## config.mk

```make
export PLATFORM = sky130hd
export DESIGN_NAME = fetch_stage
export DESIGN_NICKNAME = d
export VERILOG_FILES = /design/src/rtl/fetch_pkg.sv /design/src/rtl/fetch_buf.sv /design/src/rtl/fetch_stage.sv
export SDC_FILE = /design/constraint.sdc
export NUM_CORES = 1
export LEC_CHECK = 0
export BUFFER_PORTS_ARGS = -buffer_cell sky130_fd_sc_hd__buf_4
export CAP_MARGIN = 10
export CORE_MARGIN = 1
export CORE_UTILIZATION = 60
export CTS_BUF_LIST = sky130_fd_sc_hd__clkbuf_8
export CTS_CLUSTER_DIAMETER = 80
export DETAILED_ROUTE_END_ITERATION = 6
export PLACE_DENSITY = 0.9
export SLEW_MARGIN = 20
export SYNTH_ARGS = -nofsm -noshare
export SYNTH_HDL_FRONTEND = slang
export SYNTH_SLANG_ARGS = --single-unit
export TNS_END_PERCENT = 20
```

## constraint.sdc

```tcl
create_clock -name clk -period 9.3 [get_ports clk]
set_input_delay 0.465 -clock clk [delete_from_list [all_inputs] [get_ports clk]]
set_output_delay 0.465 -clock clk [all_outputs]
set_load 0.02 [all_outputs]
```

## src/rtl/fetch_pkg.sv

```systemverilog
// ----------------------------------------------------------------------------
// fetch_pkg: shared types and helpers for the instruction fetch front-end.
// Rev 1.0
// ----------------------------------------------------------------------------
`default_nettype none

package fetch_pkg;

  localparam int InstrBytes = 4;
  localparam int AlignBits  = 2;

  typedef enum logic [0:0] {
    S_BOOT = 1'b0,
    S_RUN  = 1'b1
  } fetch_state_e;

  typedef struct packed {
    logic [31:0] pc;
    logic [31:0] instr;
  } fetch_entry_t;

  function automatic int instr_bytes(input int data_width);
    return data_width / 8;
  endfunction

  function automatic int align_bits(input int data_width);
    return (data_width / 8 > 1) ? $clog2(data_width / 8) : 0;
  endfunction

endpackage

`default_nettype wire

```

## src/rtl/fetch_buf.sv

```systemverilog
// ----------------------------------------------------------------------------
// fetch_buf: synchronous skid FIFO with push/pop/clear; clear beats push.
// Rev 1.0
// ----------------------------------------------------------------------------
`default_nettype none

module fetch_buf
  import fetch_pkg::*;
#(
  parameter int  Depth   = 2,
  parameter type entry_t = fetch_entry_t,
  localparam int CntW    = $clog2(Depth + 1)
) (
  input  logic            clk,
  input  logic            rst,
  input  logic            clear_i,
  input  logic            push_i,
  input  entry_t          push_data_i,
  input  logic            pop_i,
  output logic [CntW-1:0] count_o,
  output entry_t          head_o
);

  localparam int              PtrW    = (Depth > 1) ? $clog2(Depth) : 1;
  localparam logic [PtrW-1:0] LastPtr = PtrW'(Depth - 1);

  entry_t          mem_q [Depth];
  logic [PtrW-1:0] wr_ptr_q, wr_ptr_d;
  logic [PtrW-1:0] rd_ptr_q, rd_ptr_d;
  logic [CntW-1:0] count_q, count_d;
  logic            full;
  logic            empty;
  logic            do_push;
  logic            do_pop;

  function automatic logic [PtrW-1:0] ptr_inc(input logic [PtrW-1:0] p);
    return (p == LastPtr) ? '0 : p + 1'b1;
  endfunction

  always_comb begin
    full     = (count_q == CntW'(Depth));
    empty    = (count_q == '0);
    // A full FIFO still accepts a push when the head leaves in the same cycle.
    do_push  = push_i & (~full | pop_i);
    do_pop   = pop_i & ~empty;
    wr_ptr_d = wr_ptr_q;
    rd_ptr_d = rd_ptr_q;
    count_d  = count_q;
    if (clear_i) begin
      wr_ptr_d = '0;
      rd_ptr_d = '0;
      count_d  = '0;
    end else begin
      if (do_push) wr_ptr_d = ptr_inc(wr_ptr_q);
      if (do_pop)  rd_ptr_d = ptr_inc(rd_ptr_q);
      count_d = count_q + CntW'(do_push) - CntW'(do_pop);
    end
  end

  always_ff @(posedge clk) begin
    if (!rst) begin
      wr_ptr_q <= '0;
      rd_ptr_q <= '0;
      count_q  <= '0;
    end else begin
      wr_ptr_q <= wr_ptr_d;
      rd_ptr_q <= rd_ptr_d;
      count_q  <= count_d;
    end
  end

  always_ff @(posedge clk) begin
    if (do_push && !clear_i) begin
      mem_q[wr_ptr_q] <= push_data_i;
    end
  end

  always_ff @(posedge clk) begin
    if (rst && push_i && !pop_i && !clear_i) begin
      a_no_overflow: assert (!full);
    end
  end

  assign count_o = count_q;
  assign head_o  = mem_q[rd_ptr_q];

endmodule

`default_nettype wire

```

## src/rtl/fetch_stage.sv

```systemverilog
// ----------------------------------------------------------------------------
// fetch_stage: RAM-driven fetch with skid buffer and redirect flush.
// Optional perf counters enabled by FETCH_PERF_EN.  Rev 1.0
// ----------------------------------------------------------------------------
`default_nettype none

module fetch_stage
  import fetch_pkg::*;
#(
  parameter int                      AddrBusWidth = 32,
  parameter int                      DataBusWidth = 32,
  parameter logic [AddrBusWidth-1:0] ResetVector  = '0,
  parameter int                      BufDepth     = 2
) (
  input  logic                    clk,
  input  logic                    rst,
  input  logic                    redirect_valid,
  input  logic [AddrBusWidth-1:0] redirect_pc,
  output logic                    mem_re,
  output logic [AddrBusWidth-1:0] mem_addr,
  input  logic [DataBusWidth-1:0] mem_rdata,
  output logic                    out_valid,
  input  logic                    out_ready,
  output logic [AddrBusWidth-1:0] out_pc,
  output logic [DataBusWidth-1:0] out_instr
`ifdef FETCH_PERF_EN
  ,
  output logic [31:0]             perf_fetched,
  output logic [31:0]             perf_bubble
`endif
);

  localparam int                      StepBytes = instr_bytes(DataBusWidth);
  localparam logic [AddrBusWidth-1:0] AlignMask = AddrBusWidth'(StepBytes - 1);
  localparam int                      CntW      = $clog2(BufDepth + 1);
  localparam int                      CrW       = CntW + 1;

  typedef struct packed {
    logic [AddrBusWidth-1:0] pc;
    logic [DataBusWidth-1:0] instr;
  } entry_t;

  fetch_state_e            state_q;
  logic [AddrBusWidth-1:0] pc_q;
  logic [AddrBusWidth-1:0] issued_pc_q;
  logic                    inflight_q;

  logic                    run;
  logic                    fire;
  logic                    push;
  logic [CntW-1:0]         count;
  logic [CrW-1:0]          credit;
  logic [AddrBusWidth-1:0] redirect_aligned;
  entry_t                  push_entry;
  entry_t                  head;

  assign run              = rst & (state_q == S_RUN);
  assign redirect_aligned = redirect_pc & ~AlignMask;

  // A beat presented in a redirect cycle is stale, so it is hidden from decode.
  assign out_valid = rst & (count != '0) & ~redirect_valid;
  assign fire      = out_valid & out_ready;

  // Buffered plus in-flight words, less the one leaving now, must fit the FIFO.
  assign credit   = CrW'(count) + CrW'(inflight_q) - CrW'(fire);
  assign mem_re   = run & (redirect_valid | (credit < CrW'(BufDepth)));
  assign mem_addr = redirect_valid ? redirect_aligned : pc_q;

  assign push             = inflight_q & ~redirect_valid;
  assign push_entry.pc    = issued_pc_q;
  assign push_entry.instr = mem_rdata;

  fetch_buf #(
    .Depth   (BufDepth),
    .entry_t (entry_t)
  ) u_buf (
    .clk         (clk),
    .rst         (rst),
    .clear_i     (redirect_valid),
    .push_i      (push),
    .push_data_i (push_entry),
    .pop_i       (fire),
    .count_o     (count),
    .head_o      (head)
  );

  assign out_pc    = rst ? head.pc    : '0;
  assign out_instr = rst ? head.instr : '0;

  always_ff @(posedge clk) begin
    if (!rst) begin
      state_q     <= S_BOOT;
      pc_q        <= ResetVector;
      issued_pc_q <= '0;
      inflight_q  <= 1'b0;
    end else if (state_q == S_BOOT) begin
      if (redirect_valid) pc_q <= redirect_aligned;
      inflight_q <= 1'b0;
      state_q    <= S_RUN;
    end else begin
      inflight_q <= mem_re;
      if (mem_re) begin
        pc_q        <= mem_addr + AddrBusWidth'(StepBytes);
        issued_pc_q <= mem_addr;
      end
    end
  end

`ifdef FETCH_PERF_EN
  logic [31:0] perf_fetched_q;
  logic [31:0] perf_bubble_q;

  always_ff @(posedge clk) begin
    if (!rst) begin
      perf_fetched_q <= '0;
      perf_bubble_q  <= '0;
    end else begin
      if (fire && (perf_fetched_q != '1)) perf_fetched_q <= perf_fetched_q + 32'd1;
      if (run && out_ready && !out_valid && (perf_bubble_q != '1)) begin
        perf_bubble_q <= perf_bubble_q + 32'd1;
      end
    end
  end

  assign perf_fetched = perf_fetched_q;
  assign perf_bubble  = perf_bubble_q;
`endif

endmodule

`default_nettype wire

```

* After elaboration in Yosys (flattened, before gate mapping) *
Memory sizes are Yosys's and may differ from the RTL's. A register that Yosys moved wholly into a read port is not among the register bits.
Cells that the tools add are included.

storage, ports and cells
  flip-flop bits (word level) = 70
  RAM bits = 128
  input bits = 68
  output and inout port bits = 98
  word-level logic and storage cells = 51
  memories = 1

memory list
  name         depth  width  rd ports  clocked after Yosys merged registers in  wr ports  RTL line         source
  u_buf.mem_q  2      64     1         1                                        1         fetch_buf.sv:27  entry_t mem_q [Depth];

cells by class
  $add $sub $neg = 7
  $lt $le $gt $ge = 1
  equal/unequal tests = 2
  mux-type cells = 12
  bitwise logic cells = 14
  reductions and logical operators = 7

operator list
  cell                     number
  $mux W32                 5
  $add A32 B3 Y32 const B  1
  $and A1 B1 Y1            8
  $mux W1                  7
  $not A1 Y1               4
  $reduce_and A2 Y1        2
  $add A2 B1 Y3            1
  $lt A3 B2 Y1 const B     1
  $sub A3 B1 Y3            1
  $add A1 B1 Y1 const B    2
  $add A2 B1 Y2            1
  $eq A2 B2 Y1 const B     1
  $logic_not A2 Y1         1
  $ne A2 B2 Y1 const B     1
  $or A1 B1 Y1             2
  $reduce_bool A2 Y1       1
  $reduce_or A2 Y1         1
  $sub A2 B1 Y2            1
  $logic_and A1 B1 Y1      1
  $logic_not A1 Y1         1

* Depth between registers and ports, before layout *
Gate-level depths: netlist of run 1.

  depth in word-level cells = 10
  mapped depth = 14
  gate-level depth less buffers = 11

* Cells and area by module *
A second synthesis of run 1 with hierarchy kept.

second synthesis, totals
  cells, all modules = 735
  area, all modules = 9140.0 um^2

by module, submodules not included
  module       times used  cells an instance  area each (um^2)  sequential area each (um^2)
  fetch_buf    1           222                5127.4            3943.8
  fetch_stage  1           513                4012.6            1321.3

* Worst setup path before layout of run 1 *
Ideal clock, no wire load.

  path kind = input port to flip-flop
  start = in redirect_valid
  end = mem u_buf.mem_q[0][0] in the netlist's numbering, enable pin
  setup time = 494 ps
  data arrival time = 4388 ps
  data required time = 8806 ps
  slack = 4418 ps
  stages on the path = 6
  buffers on the path = 4
  cells stage by stage = buf_6 buf_4 buf_2 buf_2 nor3b_1 nor2b_1

on the way
  word-level cells in the longest chain between the ends = 8
  elaborated cells between the ends (all ways) = 10
  classes of those cells = mux: 2; bitwise: 6; reduce/logical: 2

ends and longest elaborated chain
  item                               RTL line                              source
  start, declared                    fetch_stage.sv:17                     input logic redirect_valid,
  $not A1 Y1 (*)                     fetch_stage.sv:61, fetch_stage.sv:69
  $and A1 B1 Y1                      fetch_stage.sv:61                     assign out_valid = rst & (count != '0) & ~redirect_valid;
  $and A1 B1 Y1                      fetch_stage.sv:62                     assign fire = out_valid & out_ready;
  $or A1 B1 Y1                       fetch_buf.sv:44                       do_push = push_i & (~full | pop_i);
  $and A1 B1 Y1 (*)                  fetch_buf.sv:44
  via u_buf.do_push                  fetch_buf.sv:33                       logic do_push;
  $logic_and A1 B1 Y1 (*)            fetch_buf.sv:73                       if (do_push && !clear_i) begin
  $mux W1 (*)                        fetch_buf.sv:73
  $mux W1 (not written as such) (*)  fetch_buf.sv:74                       mem_q[wr_ptr_q] <= push_data_i;
  end, declared                      fetch_buf.sv:27

The timed path passes the listed nets; every way through them passes the cells marked *.

* Worst setup path in the final report of run 1 *
  start = in redirect_valid
  end = out mem_re

on the way
  word-level cells in the longest chain between the ends = 7

ends and longest elaborated chain
  item               RTL line           source
  $not A1 Y1         fetch_stage.sv:61
  $and A1 B1 Y1      fetch_stage.sv:61
  $and A1 B1 Y1      fetch_stage.sv:62
  $sub A3 B1 Y3      fetch_stage.sv:65  assign credit = CrW'(count) + CrW'(inflight_q) - CrW'(fire);
  $lt A3 B2 Y1       fetch_stage.sv:66  assign mem_re = run & (redirect_valid | (credit < CrW'(BufDepth)));
  $or A1 B1 Y1 (*)   fetch_stage.sv:66
  $and A1 B1 Y1 (*)  fetch_stage.sv:66
  end, declared      fetch_stage.sv:19  output logic mem_re,

Mark *: on every way between the ends. The rest lies on a longest branch, timed or not.

==> flow_summary.ini, run 1 <==
[finish]
drive_gt1_share_pct = 24.6
fin_area_um2 = 10400
finalNonFillerCells = 1085
area.growth.synth_to_final_pct = 19.9
n_antenna_cell = 0
fin_nets = 965

[critical_path]
worstPathMaxFanout = 79
worst-r2r-cell-count = 11
worstSetupPathType = in2out
critPathCaptureType = output pin
cp.arrival_ns = 3.87
r2r_start = u_buf.count_o[1]
crit_path_end = mem_re
rr_endpoint = pc_q[28]
critical_path.startpoint = redirect_valid
cp-start-kind = input pin
critPathRequiredTime_ns = 8.84
r2r_setup_slack_ns = 6.21

[timing]
skew_ns = 0.0115
setup_viol = 0
period_share_pct = 46.6
worst_pin_slew_ns = 0.916
slew_headroom_pct = 38.9
tns_ns = 0
hold_viol = 0
fmax_ghz = 0.231
rsz0062_at_grt = no
fin_crit_ns = 4.33
slew_violations = 0
holdWs_ns = 0.188

[pwr]
p_clk_share_pct = 30.9
p_int_uw = 1290
p_leak_uw = 0.00391
ir_worst_vdd_mv = 0.0831
comb_power_share_pct = 12.0
p_switching_uw = 438
switching_share_pct = 25.3
seq_power_share_pct = 57.1
finalPower_uw = 1730
p_per_area_nw_per_um2 = 167

[route]
wl_per_cell_um = 17.2
drt_iter0_drc = 733
final_antenna_net_count = 0
firstDrtPassIters = 6
route.detailed.drc = 0
vias = 6307
totalWireLength_mm = 18.7
vias_per_cell = 5.81

[clocking]
cts.path.max_buffers = 2
cts_hold_buf = 0
cts_tree = built
postCtsSetupRepairBufs = 0
cts_num_sinks = 199
post_cts_resized = 0
clk_latency_ns = 0.46
clockRootBuffer = clkbuf_8
clk_pin_slew_ns = 0.09
htreeDepth = 4
cts_inserted_buffers = 17

[die]
die-height_um = 122
rows = 43
fp.dieArea_um2 = 14900
die_width_um = 122
initial_core_util_pct = 61.8
core-area_um2 = 14000
io_pins = 166

[placed_design]
placed_area_um2 = 9980
place.gp.congestion = 0.883
io_buffers = 163
dp.cells = 1053
hpwlAfterDp_mm = 12.2

[synth]
synth_cell_types = 55
synth_top_area_share_pct = 44.4
ys.flop_type = edfxtp_1
syn_area_per_cell_um2 = 11.6
synthTopCellsByArea = edfxtp_1 44%, dfxtp_1 16%, mux2i_1 10%
synthMostInstantiatedCell = edfxtp_1
ys_ff_latch = 199
syn_nets = 819
yosys_warnings = 0
yosysSeqAreaShare_pct = 60.9
syn_inst = 746
synthesis.area_um2 = 8650
synth_largest_area_cell = edfxtp_1
synth.cells.most_frequent = 128 x edfxtp_1, 89 x mux2i_1, 82 x nor2_1, 71 x dfxtp_1, 59 x nand3_1
synth_edf_count = 128
async_flop_share_pct = 0

[global_routing]
antenna_found_initial = 0
grt_pass1_vias = 5898
grt_max_degree = 80
grt_pass1_wl_mm = 29.0
overflow = 0
grt.total_usage_pct = 25.6

[job]
maxCapViolations = 0

[hold_path]
hold_path.class = in2reg

[outcome]
status = complete, no violations
cell type report:
type | instances | area (µm²)
timing repair buffer | 171 | 1280
inverter | 36 | 135
sequential | 199 | 5270
tap | 180 | 225
multi-input combinational | 467 | 3070
clock buffer | 17 | 234
fill | 996 | 3620
clock inverter | 15 | 154
kinds of logic (layout without fill, tap and decap cells):
logic type | after synthesis | count (layout) | synth area share [%]
and+or+nand+nor | 255 | 255 | 14.4
DFF | 199 | 199 | 60.9
AOI/OAI and AO/OA | 96 | 96 | 7.36
muxes | 94 | 94 | 11.0
buffers and inverters | 80 | 239 | 3.83
xor gates and xnor gates | 17 | 17 | 1.72
adders and majority gates | 5 | 5 | 0.810
sequential cells by signal, indices dropped and copies added (netlist names), named ones only:
signal,flops
issued_pc_q,32
u_buf.mem_q,128
u_buf.wr_ptr_q,1
u_buf.count_o,2
state_q,1
pc_q,32
inflight_q,1
u_buf.rd_ptr_q,1
routing by layer:
layer	track usage, %	share of wire [%]	wire, µm	vias to the layer above
met1	33.5	41	7760	2984
met4	10.7	1.5	288	0
met2	40.5	47	8840	295
met3	6.88	9.7	1820	22
li1	-	-	-	3006
met5	0	0	0	-
through the flow:
stage | worst slack [ns] | util, %
after floorplan | 4.42 | -
after global placement | 5.10 | 71.3
after detailed placement | 4.99 | 71.3
after CTS | 4.98 | 74.1
after global routing | 4.68 | 74.1
final | 4.97 | 74.1
worst min path at each step:
stage / startpoint / end / slack [ns] / cells after the start
2_1_floorplan: pc_q[30] / pc_q[30] / 0.42 / 2
3_3_place_gp: issued_pc_q[27] / u_buf.mem_q[1][59] / 0.43 / 0
3_5_place_dp: issued_pc_q[15] / u_buf.mem_q[0][47] / 0.44 / 0
4_1_cts: mem_rdata[15] / u_buf.mem_q[1][15] / 0.15 / 1
5_1_grt: mem_rdata[20] / u_buf.mem_q[1][20] / 0.14 / 1
6_report: mem_rdata[15] / u_buf.mem_q[1][15] / 0.19 / 1
cells in the final DEF (no fill, tap or decap), drive strengths merged, types with 12 or more instances in the layout:
master  count
nand4      22
nand2      43
clkbuf     17
nand3      60
mux2i      89
o21ai      40
buf       171
edfxtp    128
nor2       82
inv        38
xnor2      17
a21oi      12
dfxtp      71
power by group through the flow:
stage | registers, µW | logic [µW] | clock network [µW]
5_1_grt | 993 | 226 | 579
4_1_cts | 989 | 207 | 546
3_3_place_gp | 1010 | 201 | 0
3_5_place_dp | 1010 | 207 | 0
2_1_floorplan | 1000 | 120 | 0
6_report | 990 | 207 | 535
critical path, cell delays in order:
cell      delay (ns)
buf_4           0.64
nand2b_1        0.31
a21oi_1         0.09
and2_1          0.17
ha_1            0.27
nor2b_1         0.05
fa_1            0.37
xnor2_1         0.28
nor2_1          0.11
o211ai_1        0.24
buf_4           0.41
inv_1           0.20
buf_4           0.20
(Power assumes the default switching activity.)
==> run 2, diff against run 1 <==
--- a/config.mk
+++ b/config.mk
@@ -8,11 +8,11 @@
 export BUFFER_PORTS_ARGS = -buffer_cell sky130_fd_sc_hd__buf_4
 export CAP_MARGIN = 10
 export CORE_MARGIN = 1
-export CORE_UTILIZATION = 60
+export CORE_UTILIZATION = 57
 export CTS_BUF_LIST = sky130_fd_sc_hd__clkbuf_8
 export CTS_CLUSTER_DIAMETER = 80
 export DETAILED_ROUTE_END_ITERATION = 6
-export PLACE_DENSITY = 0.9
+export PLACE_DENSITY = 0.86
 export SLEW_MARGIN = 20
 export SYNTH_ARGS = -nofsm -noshare
 export SYNTH_HDL_FRONTEND = slang
==> constraint.sdc (replaced) <==
create_clock -name clk -period 4.53 [get_ports clk]
set_input_delay 0.2265 -clock clk [delete_from_list [all_inputs] [get_ports clk]]
set_output_delay 0.2265 -clock clk [all_outputs]
set_load 0.02 [all_outputs]
==> run 2 against run 1 <==
Compared with the run above:
- the flow now finishes with violations (DRC)
- sequential power rose by 110%
- via count increased by 1.6%
- sequential share of layout area fell by 1.9 points
- critical path depth fell by 1
- power is 110% higher
- global-route usage down 0.14 points
- clock skew is 0.0016 ns higher
- clock power rose by 110%
- combinational power up 120%
- largest cell class unchanged
==> flow_summary.ini, run 2 (synthesized netlist as in run 1, its figures left out) <==
[timing]
worst_pin_slew_ns = 0.907
setup_viol = 0
period_share_pct = 78.9
tns_ns = 0
skew_ns = 0.0131
slew_violations = 0
rsz0062_at_grt = no
fmax_ghz = 0.280
fin_crit_ns = 3.58
hold_viol = 0
slew_headroom_pct = 39.5

[finish]
layout_commonest_cell = buf_4
drive_gt1_share_pct = 24.1
top_regs = u_buf.mem_q x128, issued_pc_q x32, pc_q x32
largest_reg_flops = 128
n_antenna_cell = 0
fin_nets = 1000
layout_common_cells = 172 x buf_4, 128 x edfxtp_1, 89 x mux2i_1
top_register = u_buf.mem_q
area.growth.synth_to_final_pct = 24.5
n_fill_cell = 1019

[clocking]
cts_tree = built
cts_inserted_buffers = 17
cts_hold_buf = 32
cts.path.max_buffers = 2
post_cts_resized = 0
postCtsSetupRepairBufs = 0
clk_latency_ns = 0.46
htreeDepth = 4
clockRootBuffer = clkbuf_8
cts_num_sinks = 199
clk_pin_slew_ns = 0.09

[hold_path]
worstHoldEndpoint = issued_pc_q[6]
worstHoldStart = redirect_pc[6]
hold_depth = 3
hold_path.class = in2reg

[die]
initial_core_util_pct = 59.1
die_width_um = 125
die-height_um = 125
io_pins = 166
fp.dieArea_um2 = 15700
core-area_um2 = 14600
rows = 44

[global_routing]
grt_pass1_vias = 6203
grt_pass1_wl_mm = 31.1
grt.total_usage_pct = 25.5
overflow = 0
grt_max_degree = 79
antenna_found_initial = 0

[pwr]
finalPower_uw = 3640
ir_worst_vdd_mv = 0.181
p_per_area_nw_per_um2 = 338
p_leak_uw = 0.00408

[route]
totalWireLength_mm = 19.6
wl_per_cell_um = 17.5
firstDrtPassIters = 7
drt_iter0_drc = 542
vias = 6406
vias_per_cell = 5.70
route.detailed.drc = 34
final_antenna_net_count = 0

[critical_path]
r2r_start = u_buf.count_o[1]
rr_endpoint = issued_pc_q[20]
critPathRequiredTime_ns = 4.30
cp-start-kind = flip-flop
crit_path_max_incr_delay_ns = 0.39
worst-r2r-cell-count = 12
cp_num_buf_inv = 4
critPathCaptureType = output pin
cp_slowest_cell = buf_4
worstSetupPathType = reg2out
cp_top_family = buffers and inverters
cp.arrival_ns = 3.35
worstPathMaxFanout = 40
r2r_setup_slack_ns = 1.49
crit_chain = inv_1 > a21oi_1 > and2_1 > ha_1 > nor2b_1 > fa_1 > xnor2_1 > nor2_1 > o211ai_1 > buf_4 > inv_1 > buf_4

[placed_design]
place.gp.congestion = 0.911
io_buffers = 163
hpwlAfterDp_mm = 12.5

[job]
maxCapViolations = 0

[outcome]
status = complete, but fails checks
failed_checks = DRC
-- run 2: how the worst max path moves through the flow --
stage | slack [ns] | to | cells after the start | startpoint
6_report | 0.95 | mem_re | 12 | u_buf.count_o[1]
5_1_grt | 0.64 | mem_re | 12 | u_buf.count_o[1]
4_1_cts | 0.89 | mem_re | 12 | u_buf.count_o[1]
3_5_place_dp | 1.27 | mem_re | 13 | redirect_valid
3_3_place_gp | 1.38 | mem_re | 13 | redirect_valid
2_1_floorplan | 1.09 | u_buf.mem_q[0][0] | 6 | redirect_valid
-- run 2: worst min-delay path, stage by stage --
cell,delay (ns)
buf_4,0.08
mux2i_1,0.07
o21ai_0,0.14
-- run 2: metrics by stage --
stage          worst slack [ns]  area (µm²)  utilization (%)  hold slack, ns  instances
6_report                  0.955       10800             73.5          0.0931       1124
5_1_grt                   0.643       10800             73.5          0.0941       1124
4_1_cts                   0.890       10700             73.4          0.0701       1123
3_5_place_dp               1.27       10000             68.4           0.415       1059
3_3_place_gp               1.38       10000             68.4           0.411       1059
2_1_floorplan              1.09        8650                -           0.254        746
-- run 2: cell type report --
| class | instances | area (µm²) | area share [%] |
|---|---|---|---|
| flip-flops and latches | 199 | 5270 | 48.9 |
| multi-input cells | 467 | 3070 | 28.5 |
| repair buffers | 206 | 1660 | 15.4 |
| clock buffers | 18 | 248 | 2.30 |
| well taps | 184 | 230 | 2.14 |
| clock inverters | 14 | 164 | 1.52 |
| inverters | 36 | 135 | 1.25 |
-- run 2: per-layer routing --
metal / track usage [%] / up-vias / share of wire, %
met3: 4.66 / 18 / 7.1
met1: 32.1 / 3070 / 41
met2: 44.2 / 246 / 50
met5: 0 / - / 0
met4: 8.90 / 0 / 1.2
li1: - / 3072 / -
-- run 2: where the power goes --
part	switching [µW]	internal [µW]	leakage (µW)
Combinational	261	193	0.00214
Clock	631	520	0.000202
Sequential	39.7	1990	0.00174
